$ cat src/rtl/counter_sliced_param.sv
// counter_sliced_param: WIDTH-bit up/down counter with registered SLICE_W-bit window and hold snapshot.
// Define COUNTER_PRESCALE_EN to add a PRESCALE-stage enable prescaler.
module counter_sliced_param #(
    parameter int WIDTH = 32,
    parameter int SLICE_W = 16,
    parameter logic [WIDTH-1:0] TERM_VAL = {WIDTH{1'b1}},
    parameter int NSLICE = WIDTH / SLICE_W,
    parameter int SEL_W = (NSLICE > 1) ? $clog2(NSLICE) : 1
`ifdef COUNTER_PRESCALE_EN
    , parameter int PRESCALE = 4
`endif
) (
    input  logic               clk,
    input  logic               reset,
    input  logic               count_en,
    input  logic               up_dn,
    input  logic               load,
    input  logic [WIDTH-1:0]   load_val,
    input  logic               hold,
    input  logic [SEL_W-1:0]   sel,
    input  logic               clr_ovf,
    output logic [SLICE_W-1:0] q_out,
    output logic               tc,
    output logic               ovf
);
    logic [WIDTH-1:0] count, shadow, count_nxt, src, load_clamp;
    logic hold_d, step, wrap;
    logic [SLICE_W-1:0] slices [NSLICE];

`ifdef COUNTER_PRESCALE_EN
    localparam int PS_W = $clog2(PRESCALE);
    logic [PS_W-1:0] pre;
    assign step = count_en && pre == PS_W'(PRESCALE - 1);
    always_ff @(posedge clk)
        if (reset || load) pre <= '0;
        else if (count_en) pre <= step ? '0 : pre + PS_W'(1);
`else
    assign step = count_en;
`endif

    always_comb begin
        load_clamp = (load_val > TERM_VAL) ? TERM_VAL : load_val;
        wrap = !load && step && (up_dn ? count == TERM_VAL : count == '0);
        count_nxt = load ? load_clamp :
                    !step ? count :
                    wrap ? (up_dn ? '0 : TERM_VAL) :
                    up_dn ? count + WIDTH'(1) : count - WIDTH'(1);
        // the snapshot is only visible from the edge after capture onward
        src = (hold && hold_d) ? shadow : count;
    end

    for (genvar g = 0; g < NSLICE; g++) begin : g_slice
        assign slices[g] = src[g*SLICE_W +: SLICE_W];
    end

    always_ff @(posedge clk) begin
        if (reset) begin
            count  <= '0;
            shadow <= '0;
            hold_d <= 1'b0;
            q_out  <= '0;
            tc     <= 1'b0;
            ovf    <= 1'b0;
        end else begin
            count  <= count_nxt;
            tc     <= wrap;
            ovf    <= wrap || (ovf && !clr_ovf);
            hold_d <= hold;
            if (hold && !hold_d) shadow <= count;
            q_out  <= (int'(sel) < NSLICE) ? slices[sel] : '0;
        end
    end
endmodule

$ cat config.mk
export PLATFORM = sky130hd
export DESIGN_NAME = counter_sliced_param
export DESIGN_NICKNAME = d
export VERILOG_FILES = /design/src/rtl/counter_sliced_param.sv
export SDC_FILE = /design/constraint.sdc
export NUM_CORES = 1
export LEC_CHECK = 0
export ABC_AREA = 1
export BUFFER_PORTS_ARGS = -buffer_cell sky130_fd_sc_hd__clkbuf_2
export CAP_MARGIN = 20
export CORE_MARGIN = 4
export CORE_UTILIZATION = 55
export DETAILED_ROUTE_END_ITERATION = 6
export HOLD_SLACK_MARGIN = 0.08
export PLACE_DENSITY = 0.78
export SLEW_MARGIN = 15
export SYNTH_ARGS = -nofsm -noshare
export SYNTH_HDL_FRONTEND = slang
export SYNTH_SLANG_ARGS = --single-unit
$ cat constraint.sdc
create_clock -name clk -period 6.95 [get_ports clk]
set_input_delay 1.7375 -clock clk [delete_from_list [all_inputs] [get_ports clk]]
set_output_delay 1.7375 -clock clk [all_outputs]
set_load 0.02 [all_outputs]
Word-level counts from Yosys, hierarchy flattened
Cells that the tools add are included.

Register bits after elaboration: 83. Output and inout bits: 18. Logic and storage cells: 34.

Add/subtract/negate cells: 2. $lt $le $gt $ge: 2. Equality and inequality tests: 1. Multiplexer cells: 11. Bitwise operators: 1. Reduce and logical (&&, ||, !) cells: 11.

Operators by type and width (count): 32-bit two-way mux (7); 16-bit two-way mux (3); 32-bit by 1-bit adder with 32-bit output, second input constant (1); 32-bit equality test, second input constant (1); 32-bit > comparator, second input constant (1); 32-bit logical NOT (1); 32-bit by 1-bit subtractor with 32-bit output, second input constant (1); 1-bit logical AND (5); 1-bit logical NOT (3); 2-bit greater-or-equal comparator, second input constant (1); 1-bit NOT with 2-bit output (1); 2-bit nonzero test (1); 1-bit logical OR (1); 1-bit two-way mux (1).

Depth between registers and ports, before layout
Gate-level depths: netlist (run 1).

Depth after elaboration: 6. Gate-level depth with buffers: 16.

Least setup slack after synthesis (run 1)
OpenSTA, ideal clock, no wires.

Path kind: input to register. From: input port up_dn. To: register count[25]. Library setup time: 0.139 ns. Arrival time: 3.624 ns. Setup slack: 3.187 ns. Stages on the path: 13. Path buffers: 0. Cell sequence: inv_1 -> ha_1 -> or2_1 -> nand3b_1 -> nand2_1 -> nand2_1 -> nand2_1 -> nand2_1 -> nand2_1 -> nand2_1 -> nand3b_1 -> nand3_1 -> a21oi_1.

Cells in the longest elaborated chain, start to end: 5. Elaborated cells on any way between the ends: 7. Those cells by class: 6 x mux; 1 x reduce/logical.

Ends and longest elaborated chain: from (decl) (line 16) `input logic up_dn,`; 1-bit two-way mux (line 43) `wrap = !load && step && (up_dn ? count == TERM_VAL : count == '0);`; 1-bit logical AND (line 43); 32-bit two-way mux (*) (line 46) `wrap ? (up_dn ? '0 : TERM_VAL) :`; 32-bit two-way mux (*) (line 45) `!step ? count :`; 32-bit two-way mux (*) (line 44) `count_nxt = load ? load_clamp :`; to (signal assigned) (line 65) `count <= count_nxt;`; to (decl) (line 26) `logic [WIDTH-1:0] count, shadow, count_nxt, src, load_clamp;`.

Every way passes the cells marked *; elsewhere a longest branch is shown, timed or not. The select of a mux whose other input is x is not followed. A chain may end at the register's enable or synchronous reset.

Worst setup path after layout (run 1)
From: input port up_dn. To: register count[24].

Same word-level chain as after synthesis.

==> results of run 1 <==
-- cell usage in the layout (no fill, tap or decap), drive strengths merged --
cell / instances
nand2: 273
inv: 142
a21oi: 131
dfxtp: 83
nor2: 72
o21ai: 67
clkbuf: 66
nand3: 43
ha: 30
a22oi: 20
nand4: 13
xor2: 13
nor3: 12
o221ai: 10
buf: 6
o21bai: 5
nand3b: 4
clkinv: 4
nor4: 3
xnor2: 3
bufinv: 2
a21o: 1
or2: 1
and2: 1
fa: 1
clkinvlp: 1
-- critical path: stages --
cell and delay, ps:
clkbuf_2 140, clkinv_1 340, buf_16 300, ha_1 360
nand2_1 130, nor2_1 240, inv_1 70, o21bai_1 240
nand2_1 130, nand3_1 90, nand2_1 50, nand3_1 100
nand2_1 80, nand2_1 100, a21oi_1 60
-- metrics by stage --
step	std cells	util [%]	instance area [µm²]
6_report	1143	62.6	6500
4_1_cts	1141	62.2	6450
5_1_grt	1143	62.6	6500
3_3_place_gp	1125	60.0	6230
2_1_floorplan	964	-	5900
3_5_place_dp	1125	60.0	6230
-- layout make-up --
| type | instances | area share [%] |
|---|---|---|
| Clock buffer | 9 | 1.91 |
| Clock inverter | 7 | 1.52 |
| Inverter | 142 | 8.20 |
| Multi-Input combinational cell | 703 | 54.6 |
| Sequential cell | 83 | 25.6 |
| Tap cell | 136 | 2.62 |
| Timing Repair Buffer | 63 | 5.59 |
-- registers in the layout, indices dropped and copies added (netlist names) --
name and flops:
q_out 16, count 32, shadow 32, ovf 1, hold_d 1, tc 1
-- power groups by stage --
stage / sequential [W] / clock, W / combinational [W]
after floorplan: 0.000552 / 0 / 0.000292
after global placement: 0.000557 / 0 / 0.000392
after detailed placement: 0.000558 / 0 / 0.000393
after CTS: 0.000547 / 0.000401 / 0.000396
after global routing: 0.000551 / 0.000425 / 0.000464
final: 0.000548 / 0.000398 / 0.000406
-- kinds of logic (layout without fill, tap and decap cells) --
logic type / after synthesis / after routing
DFF: 83 / 83
buffers and inverters: 178 / 221
xor gates and xnor gates: 16 / 16
adders and majority gates: 31 / 31
and+or+nand+nor: 422 / 422
AOI/OAI and AO/OA: 234 / 234
-- final timing paths --
path	slack (ps)	end
setup / recovery	3000	count[24]
hold reg to reg	470	ovf
setup reg to reg	4610	count[24]
hold / removal	470	ovf
-- layer usage --
layer	GRT usage, %	wire (µm)
met1	37.7	7640
met2	43.5	7550
met3	5.76	1520
met4	11.8	781
met5	0	0
==> results.yml, run 1 <==
power_and_ir_drop:
  switching_power_w: 0.000491
  pwr-share-seq_pct: 40.5
  total_power_w: 0.00135
  comb_power_share_pct: 30.1
  p_sw_share_pct: 36.3
  vdd_ir_drop_max_mv: 0.144
  p_leak_nw: 3.36
  intPower_w: 0.000861
  p_per_area_nw_per_um2: 208
  p_clk_share_pct: 29.4
sta:
  hold_ws_ps: 468
  relSlewSlack_pct: 25.1
  clock_skew_ps: 11.9
  final_max_slew_viol_count: 0
  setup_ws_ps: 3000
  fin_crit_ps: 3950
  hold_violations: 0
  tightest_slew_ps: 1120
  setup_viol: 0
  finalSetupTns_ps: 0
  rsz0062_at_grt: "no"
  fmax_mhz: 253
  min_period_over_period_pct: 56.8
setup_path:
  crit_arrival_ps: 4160
  timing.rr.start: "count[18]"
  path_max_fanout: 24
  critPathLaunch: "up_dn"
  critPathLaunchType: "input port"
  path_class: "in -> reg"
  endpoint_kind: "register"
  ff2ff_path_depth: 11
  worstPathRequired_ps: 7160
die:
  core_area_um2: 10400
  die_w_um: 112
  die_y_um: 112
  ios: 58
  fp.dieArea_um2: 12400
  rows: 37
  start_util_pct: 56.9
logic_synthesis:
  synth_area_um2: 5900
  yosysSeqAreaShare_pct: 28.2
  synth_cells: 964
  ys.flop_type: "dfxtp_1"
  synth_most_common_cell: "nand2_1"
  synth_cell_type_count: 30
  synth_mux_area_share_pct: 0
  synth_top_cell_area_share_pct: 28.2
  synth_compound_area_share_pct: 21.7
  syn_nets: 1035
  async_flop_share_pct: 0
  synth_top_family_by_area: "simple AND/OR/NAND/NOR gates"
  yosysWarnings: 0
  yosys.area_share.xor_xnor_pct: 2.38
  yosys.area_share.simple_pct: 29.3
  synth_fa_ha_area_share_pct: 6.71
  synth.area.top_cells: "dfxtp_1 (28%), nand2_1 (17%), a21oi_1 (11%), inv_1 (8.8%), ha_1 (6.4%)"
  synthTopCellsByCount: "nand2_1 (271), inv_1 (139), a21oi_1 (130), dfxtp_1 (83), nor2_1 (71)"
  yosys.area.top_type: "dfxtp_1"
  synth-seq-cells: 83
  synth.avg_cell_area_um2: 6.12
  synth_edf_count: 0
detailed_routing:
  routed_wl_um: 17500
  viasPerCell: 5.57
  via_count: 6362
  first_pass_iters: 6
  antenna_left: 0
  drtIter0Drc: 643
  routedWlPerCell_um: 15.3
  remaining_drc_errors: 0
clocking:
  h-tree-depth: 3
  cts.sinks: 83
  cts_buffer_depth: 2
  tritoncts: "yes"
  clock_latency_ps: 370
  clockRootBuffer: "clkbuf_8"
  path_clk_slew_ps: 90
  cts_buffers: 9
  cts_resized: 0
  cts_setup_buffers: 0
  ctsHoldBuffers: 0
grt:
  track_usage_pct: 27.9
  antenna_found_initial: 0
  grt_pass1_wl_um: 28500
  grt_max_degree: 62
  grt_pass1_vias: 5821
  grt-ovfl-total: 0
place:
  io_buffers: 57
  gp_congestion: 0.968
  pre_cts_ws_ps: 2400
  dp.final_hpwl_um: 12900
hold_path:
  hold_depth: 2
  hp-class: "reg -> reg"
  hp-start: "ovf"
cells_and_area:
  fillers: 1038
  fin_nets: 1073
  area.growth.synth_to_final_pct: 10.2
  diodes: 0
  drive_gt1_share_pct: 8.64
  multi_input_area_um2: 3550
  ff_latch_area_um2: 1660
outcome:
  status: "complete, no violations"
job:
  drv_cap: 0
No activity file was read; power rests on OpenSTA's default activity.
==> run 2: changes to the inputs <==
ABC_AREA = 0   (was 1)
CORE_UTILIZATION = 54   (was 55)
PLACE_DENSITY = 0.8   (was 0.78)
clock period = 3.6 ns   (was 6.95 ns; I/O delays follow)
==> run 2 against run 1 <==
Synthesized cell count is 29% lower. Worst setup slack worse by 2900 ps. Largest power group unchanged. Combinational power rose by 100%. First-iteration DRC count down 39%. Utilization grew 5.1 points. Die area is 6.3% lower. Total power is 93% higher. Routed wire length is 4.9% lower. Clock-buffer cell count up 2. Register-to-register slack got worse by 4300 ps. Cell area rose by 2.0%.
==> results.yml, run 2 <==
logic_synthesis:
  synthTopCellsByCount: "a21oi_1 (106), nand2_1 (99), dfxtp_1 (83), nor2_1 (63), clkbuf_1 (31)"
  synth_mux_area_share_pct: 7.44
  synth_most_common_cell: "a21oi_1"
  syn_nets: 757
  yosys.area.top_type: "dfxtp_1"
  yosysWarnings: 0
  synth_top_family_by_area: "simple AND/OR/NAND/NOR gates"
  synth-seq-cells: 83
  async_flop_share_pct: 0
  synth_cell_type_count: 59
  synth.avg_cell_area_um2: 7.87
  synth_compound_area_share_pct: 23.3
  yosysSeqAreaShare_pct: 30.8
  synth_fa_ha_area_share_pct: 7.33
  yosys.area_share.xor_xnor_pct: 3.57
  synth.area.top_cells: "dfxtp_1 (31%), a21oi_1 (9.8%), ha_1 (7.0%), nand2_1 (6.9%), mux4_2 (6.7%)"
  synth_area_um2: 5400
  ys.flop_type: "dfxtp_1"
  synth_cells: 686
  synth_top_cell_area_share_pct: 30.8
  yosys.area_share.simple_pct: 23.5
  synth_edf_count: 0
cells_and_area:
  diodes: 0
  fin_area_um2: 6630
  area.growth.synth_to_final_pct: 22.8
  fin_nets: 868
  reg_top3: "count x32, shadow x32, q_out x16"
  final_common_cell: "a21oi_1"
  layout_common_cells: "a21oi_1 (105), nand2_1 (99), buf_4 (84)"
  drive_gt1_share_pct: 24.6
setup_path:
  cpLargestDelayFamily: "simple AND/OR/NAND/NOR gates"
  endpoint_kind: "register"
  critPathLaunchType: "input port"
  path_depth: 12
  critPathBufInv: 3
  slowest_delay_ps: 540
  path_max_fanout: 13
  slowest_stage: "or4_4"
  ff2ff_path_depth: 10
  crit_chain: "clkbuf_2 > clkinvlp_4 > buf_12 > ha_1 > a21o_1 > or4_4 > a2111o_1 > nand3_1 > nand2_1 > or4b_1 > a41oi_2 > a2111oi_1"
  crit_arrival_ps: 3770
  worstPathRequired_ps: 3830
  path_class: "in -> reg"
detailed_routing:
  routedWlPerCell_um: 17.8
  first_pass_iters: 7
  remaining_drc_errors: 0
  routed_wl_um: 16600
  antenna_left: 0
  viasPerCell: 6.04
  via_count: 5650
  drtIter0Drc: 390
job:
  drv_cap: 0
die:
  die_w_um: 108
  ios: 58
  rows: 36
  die_y_um: 108
  core_area_um2: 9770
  fp.dieArea_um2: 11700
  start_util_pct: 55.2
sta:
  hold_ws_ps: 458
  relSlewSlack_pct: 45.4
  final_max_slew_viol_count: 0
  min_period_over_period_pct: 98.3
  clock_skew_ps: 18.5
  fmax_mhz: 283
  setup_ws_ps: 62.5
  fin_crit_ps: 3540
  hold_violations: 0
  rsz0062_at_grt: "yes"
  setup_viol: 0
  tightest_slew_ps: 817
hold_path:
  hold_depth: 2
  hp-class: "reg -> reg"
place:
  dp.final_hpwl_um: 12300
  gp_congestion: 0.967
  io_buffers: 57
  dpl_cell_area_um2: 6340
  pre_cts_ws_ps: -460
grt:
  grt-ovfl-total: 0
  grt_pass1_vias: 5462
  antenna_found_initial: 0
  track_usage_pct: 29.1
  grt_max_degree: 66
  grt_pass1_wl_um: 26800
clocking:
  cts_buffer_depth: 2
  path_clk_slew_ps: 100
  cts.sinks: 83
  clock_latency_ps: 380
  tritoncts: "yes"
  h-tree-depth: 3
  ctsHoldBuffers: 0
  clockRootBuffer: "clkbuf_8"
  cts_buffers: 9
power_and_ir_drop:
  p_leak_nw: 2.88
  p_per_area_nw_per_um2: 394
  vdd_ir_drop_max_mv: 0.188
outcome:
  status: "complete, no violations"
[run 2: per-layer routing]
layer  vias to the layer above  share of wire, %  global-route usage [%]
met3                        61               7.9                    6.09
met4                         0               3.3                    10.5
li1                       2698                 -                       -
met5                         -                 0                       0
met1                      2645                41                    37.5
met2                       246                48                    48.4
[run 2: final cells by class]
class,instances,area (µm²)
multi-input cells,547,3590
fillers,829,3150
flip-flops and latches,83,1660
repair buffers,142,936
well taps,133,166
clock buffers,11,151
clock inverters,5,60.1
inverters,14,56.3
[run 2: cell families (layout without fill, tap and decap cells)]
kind of cell	Yosys count	in the layout
simple gates	271	271
mux	20	20
xor+xnor	22	22
compound gates	203	203
flops	83	83
fa+ha+maj	31	31
buf+inv	56	172
[run 2: worst paths after layout]
path / slack (ps) / from / end
min: 460 / shadow[9] / shadow[9]
min reg2reg: 460 / shadow[9] / shadow[9]
max reg2reg: 310 / count[16] / count[31]
max: 60 / up_dn / count[31]
[run 2: what timing repair did]
item,CTS,global route
pin swaps,0,2
setup buffers,1,1
endpoints found under the setup margin,5,7
cloned,0,0
resized for setup,0,8
[run 2: per-stage QoR]
stage                     std cells  util, %  power [W]  setup TNS (ps)
after floorplan                 686        -    0.00157           -1450
after global placement          917     64.8    0.00183           -4310
after detailed placement        917     64.8    0.00186           -6100
after CTS                       934     67.2    0.00258               0
after global routing            935     67.8    0.00274           -19.2
final                           935     67.8    0.00261               0
[run 2: worst min-delay path, cell delays in order (launching register included)]
cell and delay (ps):
dfxtp_1 320, nand2_1 50, a21oi_1 50
[run 2: power breakdown]
group	switching, W	leakage (nW)	internal [W]
Combinational	0.000422	2.10	0.000392
Clock	0.000373	0.106	0.000361
Sequential	0.0000857	0.681	0.000977
